--- src/rtl/vga_timing_pkg.sv ---
// Default 640x480@60 raster constants, derived totals/sync windows and the
// coordinate width shared by the timing generator and its counters.
package vga_timing_pkg;

   localparam int COORD_W     = 10;
   localparam int COORD_LIMIT = 1 << COORD_W;

   localparam int DEF_H_DISPLAY = 640;
   localparam int DEF_H_FRONT   = 16;
   localparam int DEF_H_SYNC    = 96;
   localparam int DEF_H_BACK    = 48;
   localparam int DEF_V_DISPLAY = 480;
   localparam int DEF_V_FRONT   = 10;
   localparam int DEF_V_SYNC    = 2;
   localparam int DEF_V_BACK    = 33;

   function automatic int total4(input int a, input int b, input int c, input int d);
      return a + b + c + d;
   endfunction

   localparam int DEF_H_TOTAL    = total4(DEF_H_DISPLAY, DEF_H_FRONT, DEF_H_SYNC, DEF_H_BACK);
   localparam int DEF_V_TOTAL    = total4(DEF_V_DISPLAY, DEF_V_FRONT, DEF_V_SYNC, DEF_V_BACK);
   localparam int DEF_HS_START   = DEF_H_DISPLAY + DEF_H_FRONT;
   localparam int DEF_HS_END     = DEF_HS_START + DEF_H_SYNC - 1;
   localparam int DEF_VS_START   = DEF_V_DISPLAY + DEF_V_FRONT;
   localparam int DEF_VS_END     = DEF_VS_START + DEF_V_SYNC - 1;

endpackage

--- src/rtl/vga_timing_gen_wrap_counter.sv ---
// Modulo-(MAX+1) counter that advances on inc and flags the cycle it rolls
// over; it comes out of reset at MAX so the first increment lands on 0.
module wrap_counter
   import vga_timing_pkg::*;
#(
   parameter int MAX = 1
) (
   input  logic               clk,
   input  logic               reset,
   input  logic               inc,
   output logic [COORD_W-1:0] count,
   output logic               wrap
);

   localparam logic [COORD_W-1:0] LAST = COORD_W'(MAX);

   logic [COORD_W-1:0] r_count;

   assign wrap  = inc && (r_count == LAST);
   assign count = r_count;

   always_ff @(posedge clk or posedge reset) begin
      if (reset) begin
         r_count <= LAST;
      end else if (wrap) begin
         r_count <= '0;
      end else if (inc) begin
         r_count <= r_count + COORD_W'(1);
      end
   end

endmodule

--- src/rtl/vga_timing_gen.sv ---
// VGA raster timing: coordinates, syncs, active/blank flags and strobes,
// all registered so every output describes the same pixel.
module vga_timing_gen
   import vga_timing_pkg::*;
#(
   parameter int H_DISPLAY       = DEF_H_DISPLAY,
   parameter int H_FRONT         = DEF_H_FRONT,
   parameter int H_SYNC          = DEF_H_SYNC,
   parameter int H_BACK          = DEF_H_BACK,
   parameter int V_DISPLAY       = DEF_V_DISPLAY,
   parameter int V_FRONT         = DEF_V_FRONT,
   parameter int V_SYNC          = DEF_V_SYNC,
   parameter int V_BACK          = DEF_V_BACK,
   parameter int SYNC_ACTIVE_LOW = 1,
   parameter int FRAME_CNT_W     = 8
) (
   input  logic                   clk,
   input  logic                   reset,
   input  logic                   ce,
   output logic [COORD_W-1:0]     hpos,
   output logic [COORD_W-1:0]     vpos,
   output logic                   hsync,
   output logic                   vsync,
   output logic                   display_on,
   output logic                   vblank,
   output logic                   line_start,
   output logic                   frame_start,
   output logic [FRAME_CNT_W-1:0] frame_count
);

   localparam int H_TOTAL = total4(H_DISPLAY, H_FRONT, H_SYNC, H_BACK);
   localparam int V_TOTAL = total4(V_DISPLAY, V_FRONT, V_SYNC, V_BACK);

   generate
      if (H_TOTAL > COORD_LIMIT || V_TOTAL > COORD_LIMIT) begin : g_bad_timing
         $error("vga_timing_gen: H_TOTAL/V_TOTAL exceed the 10-bit coordinate range");
      end
   endgenerate

   localparam logic [COORD_W-1:0] H_VIS    = COORD_W'(H_DISPLAY);
   localparam logic [COORD_W-1:0] V_VIS    = COORD_W'(V_DISPLAY);
   localparam logic [COORD_W-1:0] HS_FIRST = COORD_W'(H_DISPLAY + H_FRONT);
   localparam logic [COORD_W-1:0] HS_LAST  = COORD_W'(H_DISPLAY + H_FRONT + H_SYNC - 1);
   localparam logic [COORD_W-1:0] VS_FIRST = COORD_W'(V_DISPLAY + V_FRONT);
   localparam logic [COORD_W-1:0] VS_LAST  = COORD_W'(V_DISPLAY + V_FRONT + V_SYNC - 1);
   localparam logic               SYNC_ON  = (SYNC_ACTIVE_LOW == 0) ? 1'b1 : 1'b0;

   logic [COORD_W-1:0] w_h_count;
   logic [COORD_W-1:0] w_v_count;
   logic [COORD_W-1:0] w_h_next;
   logic [COORD_W-1:0] w_v_next;
   logic               w_h_wrap;
   logic               w_v_inc;
   logic               w_v_wrap;

   logic                   r_hsync;
   logic                   r_vsync;
   logic                   r_display_on;
   logic                   r_vblank;
   logic                   r_line_start;
   logic                   r_frame_start;
   logic [FRAME_CNT_W-1:0] r_frame_count;

   assign w_v_inc = ce & w_h_wrap;

   wrap_counter #(.MAX(H_TOTAL - 1)) u_hcnt (
      .clk   (clk),
      .reset (reset),
      .inc   (ce),
      .count (w_h_count),
      .wrap  (w_h_wrap)
   );

   wrap_counter #(.MAX(V_TOTAL - 1)) u_vcnt (
      .clk   (clk),
      .reset (reset),
      .inc   (w_v_inc),
      .count (w_v_count),
      .wrap  (w_v_wrap)
   );

   // Flags are decoded from the coordinates being entered so they line up
   // with the counter registers on the same edge.
   assign w_h_next = w_h_wrap ? '0 : (ce ? w_h_count + COORD_W'(1) : w_h_count);
   assign w_v_next = w_v_wrap ? '0 : (w_v_inc ? w_v_count + COORD_W'(1) : w_v_count);

   always_ff @(posedge clk or posedge reset) begin
      if (reset) begin
         r_hsync       <= ~SYNC_ON;
         r_vsync       <= ~SYNC_ON;
         r_display_on  <= 1'b0;
         r_vblank      <= 1'b1;
         r_line_start  <= 1'b0;
         r_frame_start <= 1'b0;
         r_frame_count <= '1;
      end else if (ce) begin
         r_hsync       <= (w_h_next >= HS_FIRST && w_h_next <= HS_LAST) ? SYNC_ON : ~SYNC_ON;
         r_vsync       <= (w_v_next >= VS_FIRST && w_v_next <= VS_LAST) ? SYNC_ON : ~SYNC_ON;
         r_display_on  <= (w_h_next < H_VIS) && (w_v_next < V_VIS);
         r_vblank      <= (w_v_next >= V_VIS);
         r_line_start  <= (w_h_next == '0);
         r_frame_start <= (w_h_next == '0) && (w_v_next == '0);
         if (w_v_wrap) begin
            r_frame_count <= r_frame_count + FRAME_CNT_W'(1);
         end
      end
   end

   assign hpos        = w_h_count;
   assign vpos        = w_v_count;
   assign hsync       = r_hsync;
   assign vsync       = r_vsync;
   assign display_on  = r_display_on;
   assign vblank      = r_vblank;
   assign line_start  = r_line_start;
   assign frame_start = r_frame_start;
   assign frame_count = r_frame_count;

endmodule

--- config.mk ---
export PLATFORM = sky130hd
export DESIGN_NAME = vga_timing_gen
export DESIGN_NICKNAME = d
export VERILOG_FILES = /design/src/rtl/vga_timing_pkg.sv /design/src/rtl/vga_timing_gen_wrap_counter.sv /design/src/rtl/vga_timing_gen.sv
export SDC_FILE = /design/constraint.sdc
export NUM_CORES = 1
export LEC_CHECK = 0
export BUFFER_PORTS_ARGS = -buffer_cell sky130_fd_sc_hd__buf_2
export CAP_MARGIN = 20
export CELL_PAD_IN_SITES_DETAIL_PLACEMENT = 1
export CELL_PAD_IN_SITES_GLOBAL_PLACEMENT = 2
export CORE_UTILIZATION = 37
export DETAILED_ROUTE_END_ITERATION = 7
export PLACE_DENSITY_LB_ADDON = 0.1
export SYNTH_ARGS = -nofsm -noshare
export SYNTH_HDL_FRONTEND = slang
export SYNTH_HIERARCHICAL = 1
export SYNTH_SLANG_ARGS = --single-unit
--- constraint.sdc ---
create_clock -name clk -period 4.98 [get_ports clk]
set_input_delay 0.996 -clock clk [delete_from_list [all_inputs] [get_ports clk]]
set_output_delay 0.996 -clock clk [all_outputs]
set_load 0.01 [all_outputs]
Word level (Yosys, flattened, before mapping)
Index checks and enable logic that the tools add are counted.

Flip-flop bits (word level): 34. Bits in latches: 0. RAM bits: 0. ROM bits: 0. Input bits: 3. Output and inout bits: 34. Word-level logic and storage cells: 37. Memories: 0.

Add/sub/neg operators: 3. $mul: 0. Divide/modulo/power cells: 0. Magnitude comparators: 7. Eq/ne operators: 2. Shifts and indexed selects: 0. Mux-type cells: 6. Bitwise logic cells: 1. Reductions and logical operators: 9.

Operators by type and width (count): $mux W10 (4); $add A10 B1 Y10 const B (2); $eq A10 B10 Y1 const B (2); $ge A10 B9 Y1 const B (2); $logic_not A10 Y1 (2); $ge A10 B10 Y1 const B (1); $le A10 B10 Y1 const B (1); $le A10 B9 Y1 const B (1); $lt A10 B10 Y1 const B (1); $lt A10 B9 Y1 const B (1); $add A8 B1 Y8 const B (1); $logic_and A1 B1 Y1 (6); $mux W1 (2); $reduce_and A2 Y1 (1); $and A1 B1 Y1 (1).

Depth between registers and ports, before layout
Depth in word-level cells: 8. Gate-level depth with buffers: 15. Gate-level depth less buffers: 12.

By module
The synthesis kept the hierarchy.

Modules (own cells, without submodules): vga_timing_gen (instances 1, cells each 162, area each 1322.5 um^2, seq. area each 364.1 um^2); wrap_counter at u_hcnt (instances 1, cells each 49, area each 543.0 um^2, seq. area each 259.0 um^2); wrap_counter at u_vcnt (instances 1, cells each 51, area each 518.0 um^2, seq. area each 254.0 um^2).

Worst setup path before layout
Ideal clock, no wire load.

Path type: input to register. From: in ce. To: reg r_frame_start (netlist: frame_start). Setup time: 103 ps. Arrival: 3590 ps. Path slack: 1287 ps. Cell stages on the path: 14. Buffers on the path: 5. Cell sequence: buf_4 nand4_4 nor4_4 buf_2 nand2_1 inv_1 buf_2 nand4_1 nor4bb_1 buf_2 clkbuf_1 o21bai_1 o32ai_1 o41ai_2.

Longest elaborated chain between the ends: 6. Elaborated cells between the ends (all ways): 10.

RTL lines: start: declaration (line vga_timing_gen.sv:19) `input logic ce,`; $logic_and A1 B1 Y1 (line vga_timing_gen_wrap_counter.sv:19) `assign wrap = inc && (r_count == LAST);`; named net w_h_wrap (line vga_timing_gen.sv:52) `logic w_h_wrap;`; $and A1 B1 Y1 (line vga_timing_gen.sv:64) `assign w_v_inc = ce & w_h_wrap;`; named net w_v_inc (line vga_timing_gen.sv:53) `logic w_v_inc;`; $logic_and A1 B1 Y1 (line vga_timing_gen_wrap_counter.sv:19); named net w_v_wrap (line vga_timing_gen.sv:54) `logic w_v_wrap;`; $mux W10; $logic_not A10 Y1 (line vga_timing_gen.sv:102) `r_frame_start <= (w_h_next == '0) && (w_v_next == '0);`; $logic_and A1 B1 Y1 (line vga_timing_gen.sv:102); end signal: assignment (line vga_timing_gen.sv:102); end: declaration (line vga_timing_gen.sv:61) `logic r_frame_start;`.

The timed path passes the listed nets, and every way through them passes these cells. A chain may end at the register's enable or synchronous reset.

Final worst setup path
From: reg u_hcnt.r_count[1] (netlist: u_hcnt/count[1]). To: reg r_frame_count[7] (netlist: frame_count[7]).

Longest elaborated chain between the ends: 5.

RTL lines: start: declaration (line vga_timing_gen_wrap_counter.sv:17) `logic [COORD_W-1:0] r_count;`; start signal: assignment (line vga_timing_gen_wrap_counter.sv:28) `r_count <= r_count + COORD_W'(1);`; $eq A10 B10 Y1 (line vga_timing_gen_wrap_counter.sv:19); $logic_and A1 B1 Y1 (line vga_timing_gen_wrap_counter.sv:19); named net w_h_wrap (line vga_timing_gen.sv:52); $and A1 B1 Y1 (line vga_timing_gen.sv:64); named net w_v_inc (line vga_timing_gen.sv:53); $logic_and A1 B1 Y1 (line vga_timing_gen_wrap_counter.sv:19); named net w_v_wrap (line vga_timing_gen.sv:54); $reduce_and A2 Y1 (no line); end signal: assignment (line vga_timing_gen.sv:104) `r_frame_count <= r_frame_count + FRAME_CNT_W'(1);`; end: declaration (line vga_timing_gen.sv:62) `logic [FRAME_CNT_W-1:0] r_frame_count;`.

The timed path passes the listed nets, and every way through them passes these cells.

==> results.txt <==
Reg2Reg Depth: 14
Dpl ws: 1247 ps
Maximum fanout along the worst path: 17
CTS H-tree depth: 2
Cts bufs inserted: 5
Clk sinks: 34
Leakage: 1.116 nW
Post-synthesis register bit count: 34
Hold Crit Class: reg -> reg
Detailed Place HPWL: 4645 um
CP Launch Type: register
Adder-cell share of the synthesized area: 0.03150
Worst-path cell chain: ha_1 > inv_1 > nor4_4 > buf_4 > nand2_1 > inv_1 > nand4_1 > nor4bb_2 > buf_4 > nand3_1 > nor2_1 > and3_1 > nand3_1 > xnor2_1
Peak VDD IR: 0.2019 mV
Vias post-DR: 2129
Worst path top cell family by delay: simple AND/OR/NAND/NOR gates
Die height: 82.26 um
Clock skew: 8.385 ps
Slew margin rel.: 0.6380
Clock root buffer: clkbuf_8
Syn nets: 271
Final WL: 6514 um
DRT iter0 DRCs: 45
IO Port Bufs: 36
Worst setup margin: 1400 ps
Setup bufs post-CTS: 0
Post-CTS sizing: 0
CP required: 5190 ps
Nets: 309
Synth Area in Compound Gates: 0.1512
DRT Pass-1 Iters: 4
Worst path max stage delay: 690 ps
First-pass GRT wire length: 10680 um
RSZ-0062 raised after global routing: false
Smallest hold slack: 488.8 ps
Clk buf depth: 2
Yosys Warn Count: 6
Most common library cell in the layout ignoring fill and taps: buf_2
Worst R2R Start: u_hcnt/count[1]$_DFFE_PP1P_
Vias in the first global route: 2105
Crit path capture: frame_count[7]$_DFFE_PP1P_
Synth unique cells: 63
N_diodes: 0
CTS tree: yes
Most frequent cells in the layout: buf_2, nand2_1, dfstp_2
GRT Resource Usage Total: 0.2078
Max Cap Violations: 0
Synth Area in Simple Gates: 0.2955
Die footprint: 0.006767 mm^2
# DRC: 0
GR Overflow Total: 0
Die Wd: 82.26 um
Initial antenna violation count: 0
Routability cong.: 0.8113
Fmax achieved: 279.3 MHz
Async SR Flop Fraction: 1.000
Measured slew at the worst slew-check pin: 542.3 ps
CP Class: reg -> reg
Core Rows: 28
Largest family of logic cells by synthesized area: simple AND/OR/NAND/NOR gates
Worst Setup SP: u_hcnt/count[1]$_DFFE_PP1P_
CP Capture Type: register
Post-Syn Area: 0.002384 mm^2
Seq/Total Area, Yosys: 0.3680
Post-route minimum period: 3580 ps
Mux share of post-synthesis cell area: 0.01732
Vias per cell: 5.662
Hold_buf cts: 0
Min-Delay Startpoint: hsync$_DFFE_PP1P_
Pin count of the biggest net entering global routing: 30
Worst path bufs/invs: 4
EDFF count, synth: 0
Ys flop type: dfstp_2
Data arrival, critical path: 3790 ps
Antenna Nets Post-Route: 0
Clock transition at path regs: 70 ps
P per Cell Area: 280.8 mW/mm^2
Run status: complete, no violations
Final worst-path cycle share: 0.7189
Fillers: 755
Io pins: 37
Mapped Cells: 262
Final Hold Fails: 0
Fraction of layout cells with a size suffix above 1: 0.2824
Synth Area in XOR/XNOR: 0.08819
Worst R2R End: frame_count[7]$_DFFE_PP1P_
Routed len/inst: 17.32 um
Endpoints failing setup: 0
Multi-input gate area in the final layout: 0.001398 mm^2
Slew Limit Fails: 0
Worst path slowest cell: dfstp_2
Reg area: 877.1 um^2
Worst-Skew Late Latency: 290 ps
Starting Density: 0.3933
Area delta synth->final: 14.70%
Levels on crit path: 14
Core area: 0.006061 mm^2
R2r setup slk: 1400 ps
Synth Area per Inst: 9.097 um^2
Final setup TNS: 0 ps
## power breakdown
part	internal (mW)	leakage (nW)	switching [mW]
Combinational	0.0683	0.682	0.0822
Clock	0.112	0.0482	0.104
Sequential	0.314	0.385	0.0867
Total	0.494	1.12	0.273
## metal layers
layer	share of wire	track usage	vias up	wire (um)
li1	-	-	1036	-
met1	0.50	0.2909	1058	3273
met2	0.46	0.3331	30	3007
met3	0.027	0.03626	5	178
met4	0.0084	0.04211	0	55
met5	0	0	-	0
## synth_stat cells, drive strengths merged (2+ instances only)
cell type | number | area [um^2]
o21ai | 10 | 50.05
nand4 | 16 | 136.4
a211oi | 2 | 20.02
buf | 7 | 43.79
inv | 17 | 63.81
o31ai | 4 | 30.03
or4 | 5 | 45.04
or3 | 2 | 12.51
a31oi | 2 | 12.51
a21oi | 11 | 62.56
o22ai | 3 | 18.77
nand2 | 25 | 93.84
dfrtp | 13 | 325.3
xor2 | 12 | 105.1
and2 | 2 | 12.51
and3 | 7 | 45.05
nand2b | 4 | 25.02
nor2b | 2 | 12.51
mux2i | 3 | 30.03
clkbuf | 2 | 7.510
nor3 | 8 | 40.04
nor4 | 6 | 52.55
dfstp | 21 | 551.8
nand3b | 2 | 15.01
ha | 6 | 75.07
nor2 | 18 | 67.56
nand3 | 12 | 65.06
a221o | 2 | 20.02
xnor2 | 12 | 105.1
and4 | 4 | 36.29
## how the worst min path moves through the flow
stage / end / depth (start not counted)
after floorplan: hsync$_DFFE_PP1P_ / 2
after global placement: hsync$_DFFE_PP1P_ / 2
after detailed placement: frame_start$_DFFE_PP0P_ / 2
after CTS: frame_count[7]$_DFFE_PP1P_ / 1
after global routing: frame_count[7]$_DFFE_PP1P_ / 1
final: hsync$_DFFE_PP1P_ / 2
## cell type report
| cell class | count | area share |
|---|---|---|
| multi-input cells | 202 | 0.5112 |
| flip-flops and latches | 34 | 0.3208 |
| repair buffers | 40 | 0.07689 |
| well taps | 75 | 0.03432 |
| clock buffers | 7 | 0.03158 |
| inverters | 17 | 0.02334 |
| clock inverters | 1 | 0.001831 |
## flip-flops by register name, indices dropped and copies added, names as in the netlist
register      flops
u_hcnt/count     10
u_vcnt/count     10
frame_count       8
display_on        1
frame_start       1
hsync             1
line_start        1
vblank            1
vsync             1
## cell families (layout without fill, tap and decap cells)
family	count (synthesis)	in the layout
fa+ha+maj	6	6
flops	34	34
compound gates	50	50
simple gates	118	118
xor+xnor	24	24
buf+inv	26	65
mux	4	4
## worst register-to-register path: cells and delay by family (launching register included)
family,cells,cell delay (ps)
xor+xnor,1,140
simple gates,8,1500
buf+inv,4,870
flops,1,690
fa+ha+maj,1,300
## through the flow
| stage | power [mW] | cells | utilization | instance area [um^2] |
|---|---|---|---|---|
| after floorplan | 0.4860 | 262 | - | 2384 |
| after global placement | 0.5523 | 368 | 0.4360 | 2643 |
| after detailed placement | 0.5552 | 368 | 0.4360 | 2643 |
| after CTS | 0.7818 | 376 | 0.4511 | 2734 |
| after global routing | 0.8145 | 376 | 0.4511 | 2734 |
| final | 0.7677 | 376 | 0.4511 | 2734 |
No activity file was read; power rests on OpenSTA's default activity.
